==> config.mk <==
export PLATFORM = sky130hd
export DESIGN_NAME = tod_counter_chain
export DESIGN_NICKNAME = d
export VERILOG_FILES = /design/src/rtl/tod_pkg.sv /design/src/rtl/mod_counter_stage.sv /design/src/rtl/tod_counter_chain.sv
export SDC_FILE = /design/constraint.sdc
export NUM_CORES = 1
export LEC_CHECK = 0
export ABC_AREA = 1
export CORE_MARGIN = 2
export CORE_UTILIZATION = 40
export DETAILED_ROUTE_END_ITERATION = 10
export GPL_TIMING_DRIVEN = 0
export SLEW_MARGIN = 30
export SYNTH_ARGS = -nofsm -noshare
export SYNTH_HDL_FRONTEND = slang
export SYNTH_SLANG_ARGS = --single-unit
==> constraint.sdc <==
create_clock -name clk -period 3.9 [get_ports clk]
set_input_delay 0.585 -clock clk [delete_from_list [all_inputs] [get_ports clk]]
set_output_delay 0.585 -clock clk [all_outputs]
set_load 0.01 [all_outputs]
==> src/rtl/tod_pkg.sv <==
// rtl/tod_pkg.sv - shared field-select encoding and 12-hour view helper
package tod_pkg;

  localparam logic [1:0] SEL_SEC  = 2'd0;
  localparam logic [1:0] SEL_MIN  = 2'd1;
  localparam logic [1:0] SEL_HR   = 2'd2;
  localparam logic [1:0] SEL_NONE = 2'd3;

  // Midnight and noon both show as 12; afternoon hours fold down by 12.
  function automatic int unsigned hr12_view(input int unsigned h);
    if (h == 0) begin
      return 12;
    end else if (h > 12) begin
      return h - 12;
    end else begin
      return h;
    end
  endfunction

endpackage

==> src/rtl/mod_counter_stage.sv <==
// rtl/mod_counter_stage.sv - one modulo-MOD up/down stage with load, set-increment and wrap pulse
module mod_counter_stage #(
  parameter int MOD = 60,
  parameter int W   = 6
) (
  input  logic         clk,
  input  logic         rst,
  input  logic         c,
  input  logic         dn,
  input  logic         ld,
  input  logic [W-1:0] ld_val,
  input  logic         inc,
  output logic [W-1:0] q,
  output logic         zC,
  output logic         ld_err
);

  localparam logic [W-1:0] TOP  = W'(MOD - 1);
  localparam logic [W:0]   MODV = (W + 1)'(MOD);

  logic ld_ok;
  logic at_edge;

  assign ld_ok   = ({1'b0, ld_val} < MODV);
  assign at_edge = dn ? (q == '0) : (q == TOP);

  // Wrap pulse only for a genuine count; loads, set-increments and reset never carry.
  assign zC = c & ~rst & ~ld & ~inc & at_edge;

  // Field register and rejected-load flag, priority rst > ld > inc > c.
  always_ff @(posedge clk) begin
    if (rst) begin
      q      <= '0;
      ld_err <= 1'b0;
    end else begin
      ld_err <= ld & ~ld_ok;
      if (ld) begin
        if (ld_ok) begin
          q <= ld_val;
        end
      end else if (inc) begin
        q <= (q == TOP) ? '0 : q + W'(1);
      end else if (c) begin
        if (dn) begin
          q <= (q == '0) ? TOP : q - W'(1);
        end else begin
          q <= (q == TOP) ? '0 : q + W'(1);
        end
      end
    end
  end

endmodule

==> src/rtl/tod_counter_chain.sv <==
// rtl/tod_counter_chain.sv - seconds/minutes/hours chain with field load, set-increment and 12-hour view
module tod_counter_chain
  import tod_pkg::*;
#(
  parameter int SEC_MOD = 60,
  parameter int MIN_MOD = 60,
  parameter int HR_MOD  = 24,
  parameter int W       = 6
) (
  input  logic         clk,
  input  logic         rst,
  input  logic         c,
  input  logic         dn,
  input  logic         ld,
  input  logic [1:0]   sel,
  input  logic [W-1:0] ld_val,
  input  logic         inc,
  output logic [W-1:0] sec,
  output logic [W-1:0] min,
  output logic [W-1:0] hr,
  output logic [W-1:0] hr12,
  output logic         pm,
  output logic         sec_zC,
  output logic         min_zC,
  output logic         hr_zC,
  output logic         ld_err
);

  logic cnt;
  logic ld_s, ld_m, ld_h;
  logic inc_s, inc_m, inc_h;
  logic err_s, err_m, err_h;

  // Any load or set-increment freezes counting for the whole chain, not just the selected field.
  assign cnt = c & ~ld & ~inc;

  assign ld_s  = ld & (sel == SEL_SEC);
  assign ld_m  = ld & (sel == SEL_MIN);
  assign ld_h  = ld & (sel == SEL_HR);
  assign inc_s = inc & ~ld & (sel == SEL_SEC);
  assign inc_m = inc & ~ld & (sel == SEL_MIN);
  assign inc_h = inc & ~ld & (sel == SEL_HR);

  mod_counter_stage #(.MOD(SEC_MOD), .W(W)) u_sec (
    .clk(clk), .rst(rst), .c(cnt), .dn(dn), .ld(ld_s), .ld_val(ld_val), .inc(inc_s),
    .q(sec), .zC(sec_zC), .ld_err(err_s)
  );

  mod_counter_stage #(.MOD(MIN_MOD), .W(W)) u_min (
    .clk(clk), .rst(rst), .c(sec_zC), .dn(dn), .ld(ld_m), .ld_val(ld_val), .inc(inc_m),
    .q(min), .zC(min_zC), .ld_err(err_m)
  );

  mod_counter_stage #(.MOD(HR_MOD), .W(W)) u_hr (
    .clk(clk), .rst(rst), .c(min_zC), .dn(dn), .ld(ld_h), .ld_val(ld_val), .inc(inc_h),
    .q(hr), .zC(hr_zC), .ld_err(err_h)
  );

  assign ld_err = err_s | err_m | err_h;

  // The 12-hour view is only meaningful for a 24-hour day; otherwise pass hours through.
  assign hr12 = (HR_MOD == 24) ? W'(hr12_view(32'(hr))) : hr;
  assign pm   = (HR_MOD == 24) && (32'(hr) >= 32'd12);

endmodule

==> results of run 1 <==
## sequential cells by signal, indices dropped and copies added (netlist names)
| name | count |
|---|---|
| u_hr.ld_err | 1 |
| u_hr.q | 6 |
| u_min.ld_err | 1 |
| u_min.q | 6 |
| u_sec.ld_err | 1 |
| u_sec.q | 6 |
## worst max-delay path, delay by kind of cell
family,cells,cell delay (ps)
and+or+nand+nor,4,610
buffers and inverters,4,1340
## power by group through the flow
stage | combinational (W) | clock [W] | sequential [W]
5_1_grt | 0.000379 | 0.000159 | 0.000256
3_5_place_dp | 0.000335 | 0 | 0.000258
6_report | 0.000336 | 0.000151 | 0.000253
3_3_place_gp | 0.000334 | 0 | 0.000258
4_1_cts | 0.000336 | 0.000152 | 0.000253
2_1_floorplan | 0.000216 | 0 | 0.000259
## per-stage QoR
stage	setup slack (ps)	util, %
6_report	773	51.1
5_1_grt	614	51.1
4_1_cts	767	51.1
3_5_place_dp	790	50.2
3_3_place_gp	802	50.2
2_1_floorplan	1790	-
## cells in the mapped netlist (all sizes together)
cell type | n | area, µm²
a21oi | 25 | 125
clkbuf | 3 | 11.3
o21ai | 27 | 150
dfxtp | 21 | 420
a21boi | 1 | 7.51
nor2 | 51 | 209
xor2 | 7 | 61.3
xnor2 | 4 | 35.0
nand3 | 37 | 190
buf | 6 | 46.3
nor3 | 3 | 37.5
or3 | 1 | 6.26
nand4 | 10 | 62.6
nand2 | 126 | 508
inv | 44 | 165
clkinv | 1 | 3.75
o211ai | 3 | 22.5
ha | 12 | 150
a31oi | 1 | 6.26
or2 | 2 | 12.5
## layout by cell type, fill, tap and decap left out, types with 6 or more instances in the layout
cell             instances
nand2_1                118
nor2_1                  46
clkdlybuf4s50_1         41
inv_1                   36
nand3_1                 36
a21oi_1                 25
dfxtp_1                 21
o21ai_0                 19
ha_1                    12
nand4_1                 10
inv_2                    8
xor2_1                   7
o21ai_1                  6
## cell families after synthesis
family | share of synthesized area (%)
fa+ha+maj | 6.73
compound gates | 14.0
xor+xnor | 4.32
buf+inv | 10.2
flops | 18.8
simple gates | 46.0
## layout make-up
cell class	instances	area (µm²)
plain buffers	9	57.6
clock buffers	3	41.3
clock inverters	1	5.00
inverters	45	169
well taps	72	90.1
flip-flops and latches	21	420
multi-input cells	310	1580
fillers	613	2660
repair buffers	41	410
## worst paths after layout
kind                   start          to  slack [ps]  depth (start not counted)
setup reg to reg   u_hr.q[2]   u_hr.q[0]        1850                         13
hold / removal    u_min.q[5]  u_min.q[5]         530                          2
setup / recovery      sel[1]       hr_zC         770                          8
hold reg to reg   u_min.q[5]  u_min.q[5]         530                          2
## routing by layer
layer / vias up / track usage, % / share of wire [%]
met3: 6 / 1.95 / 4.2
met4: 0 / 3.51 / 1.1
met2: 52 / 35.1 / 46
li1: 1327 / - / -
met5: - / 0 / 0
met1: 1114 / 28.0 / 49
==> results_dict.tcl, run 1 <==
set metrics [dict create \
    pwr-share-comb_pct 45.4 \
    internal-power_w 0.000446 \
    rsz0062_at_grt "no" \
    cp_cell_sequence "clkdlybuf4s50_1 > inv_2 > nand3_1 > inv_1 > nor2_1 > nand4_1 > nor3_1 > clkdlybuf4s50_1" \
    antenna_cells 0 \
    ys_seq_elements 21 \
    cts_setup_buffers 0 \
    grt_pass1_vias 2261 \
    first_iter_violations 89 \
    tritoncts "built" \
    layout_worst_path_cycle_share_pct 80.2 \
    finalHoldViolCount 0 \
    crit_required_ps 3310 \
    hpwlAfterDp_um 5040 \
    setup-tns-final_ps 0 \
    start_kind "input port" \
    finalWeightedCongestion 0.852 \
    grt_pass1_wl_um 10400 \
    grt_max_degree 13 \
    cpPeakStageDelay_ps 630 \
    first_pass_iters 4 \
    peakVddDrop_mv 0.183 \
    cts_hold_buf 0 \
    numCtsBuffers 3 \
    setup_viol_count_final 0 \
    slew_viol_final 0 \
    leakage_nw 1.35 \
    clock_skew_ps 10.5 \
    synth.distinct_cells 32 \
    vias 2499 \
    die_h_um 78.7 \
    syn_nets 411 \
    avgSynthCellArea_um2 5.79 \
    clk_pin_slew_ps 80 \
    viasPerCell 4.98 \
    yosys_warnings 0 \
    rows 27 \
    fin_crit_ps 3130 \
    synthesis.area_mm2 0.00223 \
    route.detailed.drc 0 \
    die-area_mm2 0.00619 \
    boundaryPins 43 \
    clk_latency_ps 270 \
    clkSinkCount 21 \
    cap_viol_max_count 0 \
    critPathKind "in2out" \
    place_inst 498 \
    cellPowerDensity_mw_per_mm2 266 \
    worst_pin_slew_ps 502 \
    place_area_mm2 0.00273 \
    cp.arrival_ps 2540 \
    nets 457 \
    area_growth_pct 24.5 \
    h-tree-depth 1 \
    synthCells 385 \
    ant_nets 0 \
    cts.path.max_buffers 2 \
    start_util_pct 41.0 \
    numPortBuffers 41 \
    cts_root_buffer "clkbuf_8" \
    hp-class "reg2reg" \
    core_mm2 0.00544 \
    wl_um 6300 \
    cpMaxStageDelayCell "clkdlybuf4s50_1" \
    power_w 0.000740 \
    seq_power_share_pct 34.2 \
    cp_common_cell "clkdlybuf4s50_1" \
    fmax_mhz 320 \
    slew_headroom_pct 66.6 \
    cts_resized 0 \
    post_layout_nonfiller_instances 502 \
    antenna_found_initial 0 \
    hold_ws_ps 527 \
    die_w_um 78.7 \
    path_max_fanout 3 \
    yosysSeqAreaShare_pct 18.8 \
    grt_overflow 0 \
    grt_usage_pct 20.4 \
    p_sw_w 0.000294 \
    wl_per_cell_um 12.6 \
    layout-drive-gt1-share_pct 8.84 \
    fin_area_mm2 0.00278 \
    outcome "completed" \
    pwr-share-clk_pct 20.4 \
    switching_share_pct 39.8 \
    end_kind "output port" \
]
No activity file was read; power rests on OpenSTA's default activity.
==> inputs of run 2 (changes only) <==
Clock period 3.9 ns to 3 ns, I/O delays scaled along.
==> results_dict.tcl, run 2 (synthesis gave the netlist of run 1 again) <==
set metrics [dict create \
    clock_skew_ps 11.0 \
    boundaryPins 43 \
    grt_pass1_vias 2261 \
    finalHoldViolCount 0 \
    cts.path.max_buffers 2 \
    die-area_mm2 0.00619 \
    layout_commonest_cell "nand2_1" \
    cts_resized 0 \
    tritoncts "built" \
    mostFrequentLayoutCells "nand2_1, nor2_1, clkdlybuf4s50_1" \
    clk_pin_slew_ps 90 \
    ff_latch_area_um2 422 \
    viasPerCell 4.99 \
    critPathTopFamily "simple AND/OR/NAND/NOR gates" \
    cp_common_cell "nand2_2" \
    reg_top3 "u_hr.q (6), u_min.q (6), u_sec.q (6)" \
    vias 2506 \
    cellPowerDensity_mw_per_mm2 346 \
    die_w_um 78.7 \
    multiInputGateArea_mm2 0.00159 \
    grt_max_degree 13 \
    h-tree-depth 1 \
    met1_length_um 3140 \
    setup_viol_count_final 0 \
    die_h_um 78.7 \
    rows 27 \
    start_kind "register" \
    first_iter_violations 83 \
    n_fill_cell 614 \
    cpMaxStageDelayCell "clkdlybuf4s50_1" \
    numCtsBuffers 3 \
    route.detailed.drc 0 \
    setup-tns-final_ps 0 \
    path_buf_inv 1 \
    grt_usage_pct 20.4 \
    finalWeightedCongestion 0.852 \
    grt_pass1_wl_um 10400 \
    outcome "completed" \
    leakage_nw 1.36 \
    wl_per_cell_um 12.6 \
    met3_length_um 224 \
    hpwlAfterDp_um 5040 \
    numPortBuffers 41 \
    fin_crit_ps 2830 \
    slew_viol_final 0 \
    antenna_found_initial 0 \
    dr_wl_met2_um 2910 \
    cp.arrival_ps 2380 \
    post_layout_nonfiller_instances 502 \
    top_layer "met4" \
    antenna_cells 0 \
    start_util_pct 41.0 \
    layout_worst_path_cycle_share_pct 94.3 \
    layout-drive-gt1-share_pct 10.2 \
    fmax_mhz 354 \
    cts_hold_buf 0 \
    wl_um 6320 \
    slew_headroom_pct 65.8 \
    end_kind "output port" \
    rsz0062_at_grt "no" \
    area_growth_pct 25.0 \
    cp_cell_sequence "ha_2 > nand2_2 > nor2_2 > nand2_2 > nand2_2 > nand3_1 > nor3_1 > clkdlybuf4s50_1" \
    ant_nets 0 \
    cap_viol_max_count 0 \
    first_pass_iters 4 \
    peakVddDrop_mv 0.237 \
    core_mm2 0.00544 \
    clkSinkCount 21 \
    hp-class "reg2reg" \
    grt_overflow 0 \
    clk_latency_ps 270 \
    cpPeakStageDelay_ps 560 \
    worst_pin_slew_ps 513 \
    path_max_fanout 7 \
    nets 457 \
    cts_root_buffer "clkbuf_8" \
    cts_setup_buffers 0 \
    place_inst 498 \
    crit_required_ps 2550 \
    critPathKind "reg2out" \
]
-- run 2: power breakdown --
group / switching [W] / leakage, nW / internal, W
logic: 0.000250 / 1.16 / 0.000189
registers: 0.0000306 / 0.172 / 0.000299
clock network: 0.000104 / 0.0255 / 0.0000928
total: 0.000385 / 1.36 / 0.000580
-- run 2: tightest hold or removal path: cells and delay by family, from the launching register on --
family | cells | cell delay, ps
flops | 1 | 350
compound gates | 1 | 60
simple gates | 1 | 80
-- run 2: per-layer routing --
layer  vias up  GRT usage (%)
met1      1120           28.0
met3         4           1.95
met4         0           3.51
li1       1326              -
met2        56           35.1
met5         -              0
-- run 2: stage by stage --
stage | util, % | worst slack, ps | total power [W] | instance area (µm²) | hold slack [ps]
6_report | 51.3 | 172 | 0.000965 | 2790 | 526
5_1_grt | 51.3 | 6.68 | 0.00104 | 2790 | 582
4_1_cts | 51.1 | 51.6 | 0.000964 | 2780 | 534
3_5_place_dp | 50.2 | 160 | 0.000770 | 2730 | 524
3_3_place_gp | 50.2 | 172 | 0.000770 | 2730 | 526
2_1_floorplan | - | 1020 | 0.000617 | 2230 | 523
-- run 2: cell type report --
class	instances	area share, %
Buffer	9	2.11
Clock buffer	3	1.48
Clock inverter	1	0.179
Inverter	45	6.19
Multi-Input combinational cell	310	56.9
Sequential cell	21	15.1
Tap cell	72	3.23
Timing Repair Buffer	41	14.8
-- run 2: final timing paths --
kind | start | to | slack, ps | cells past startpoint
setup / recovery | u_sec.q[1] | hr_zC | 170 | 8
hold / removal | u_min.q[5] | u_min.q[5] | 530 | 2
setup reg to reg | u_hr.q[3] | u_hr.q[0] | 1010 | 12
hold reg to reg | u_min.q[5] | u_min.q[5] | 530 | 2
==> inputs of run 3 (changes only) <==
Settings changed: CTS_BUF_LIST set to sky130_fd_sc_hd__clkbuf_4 sky130_fd_sc_hd__clkbuf_8 sky130_fd_sc_hd__clkbuf_16.
==> results of run 3 <==
Final layout, timing and power as in run 2 (identical DEF).
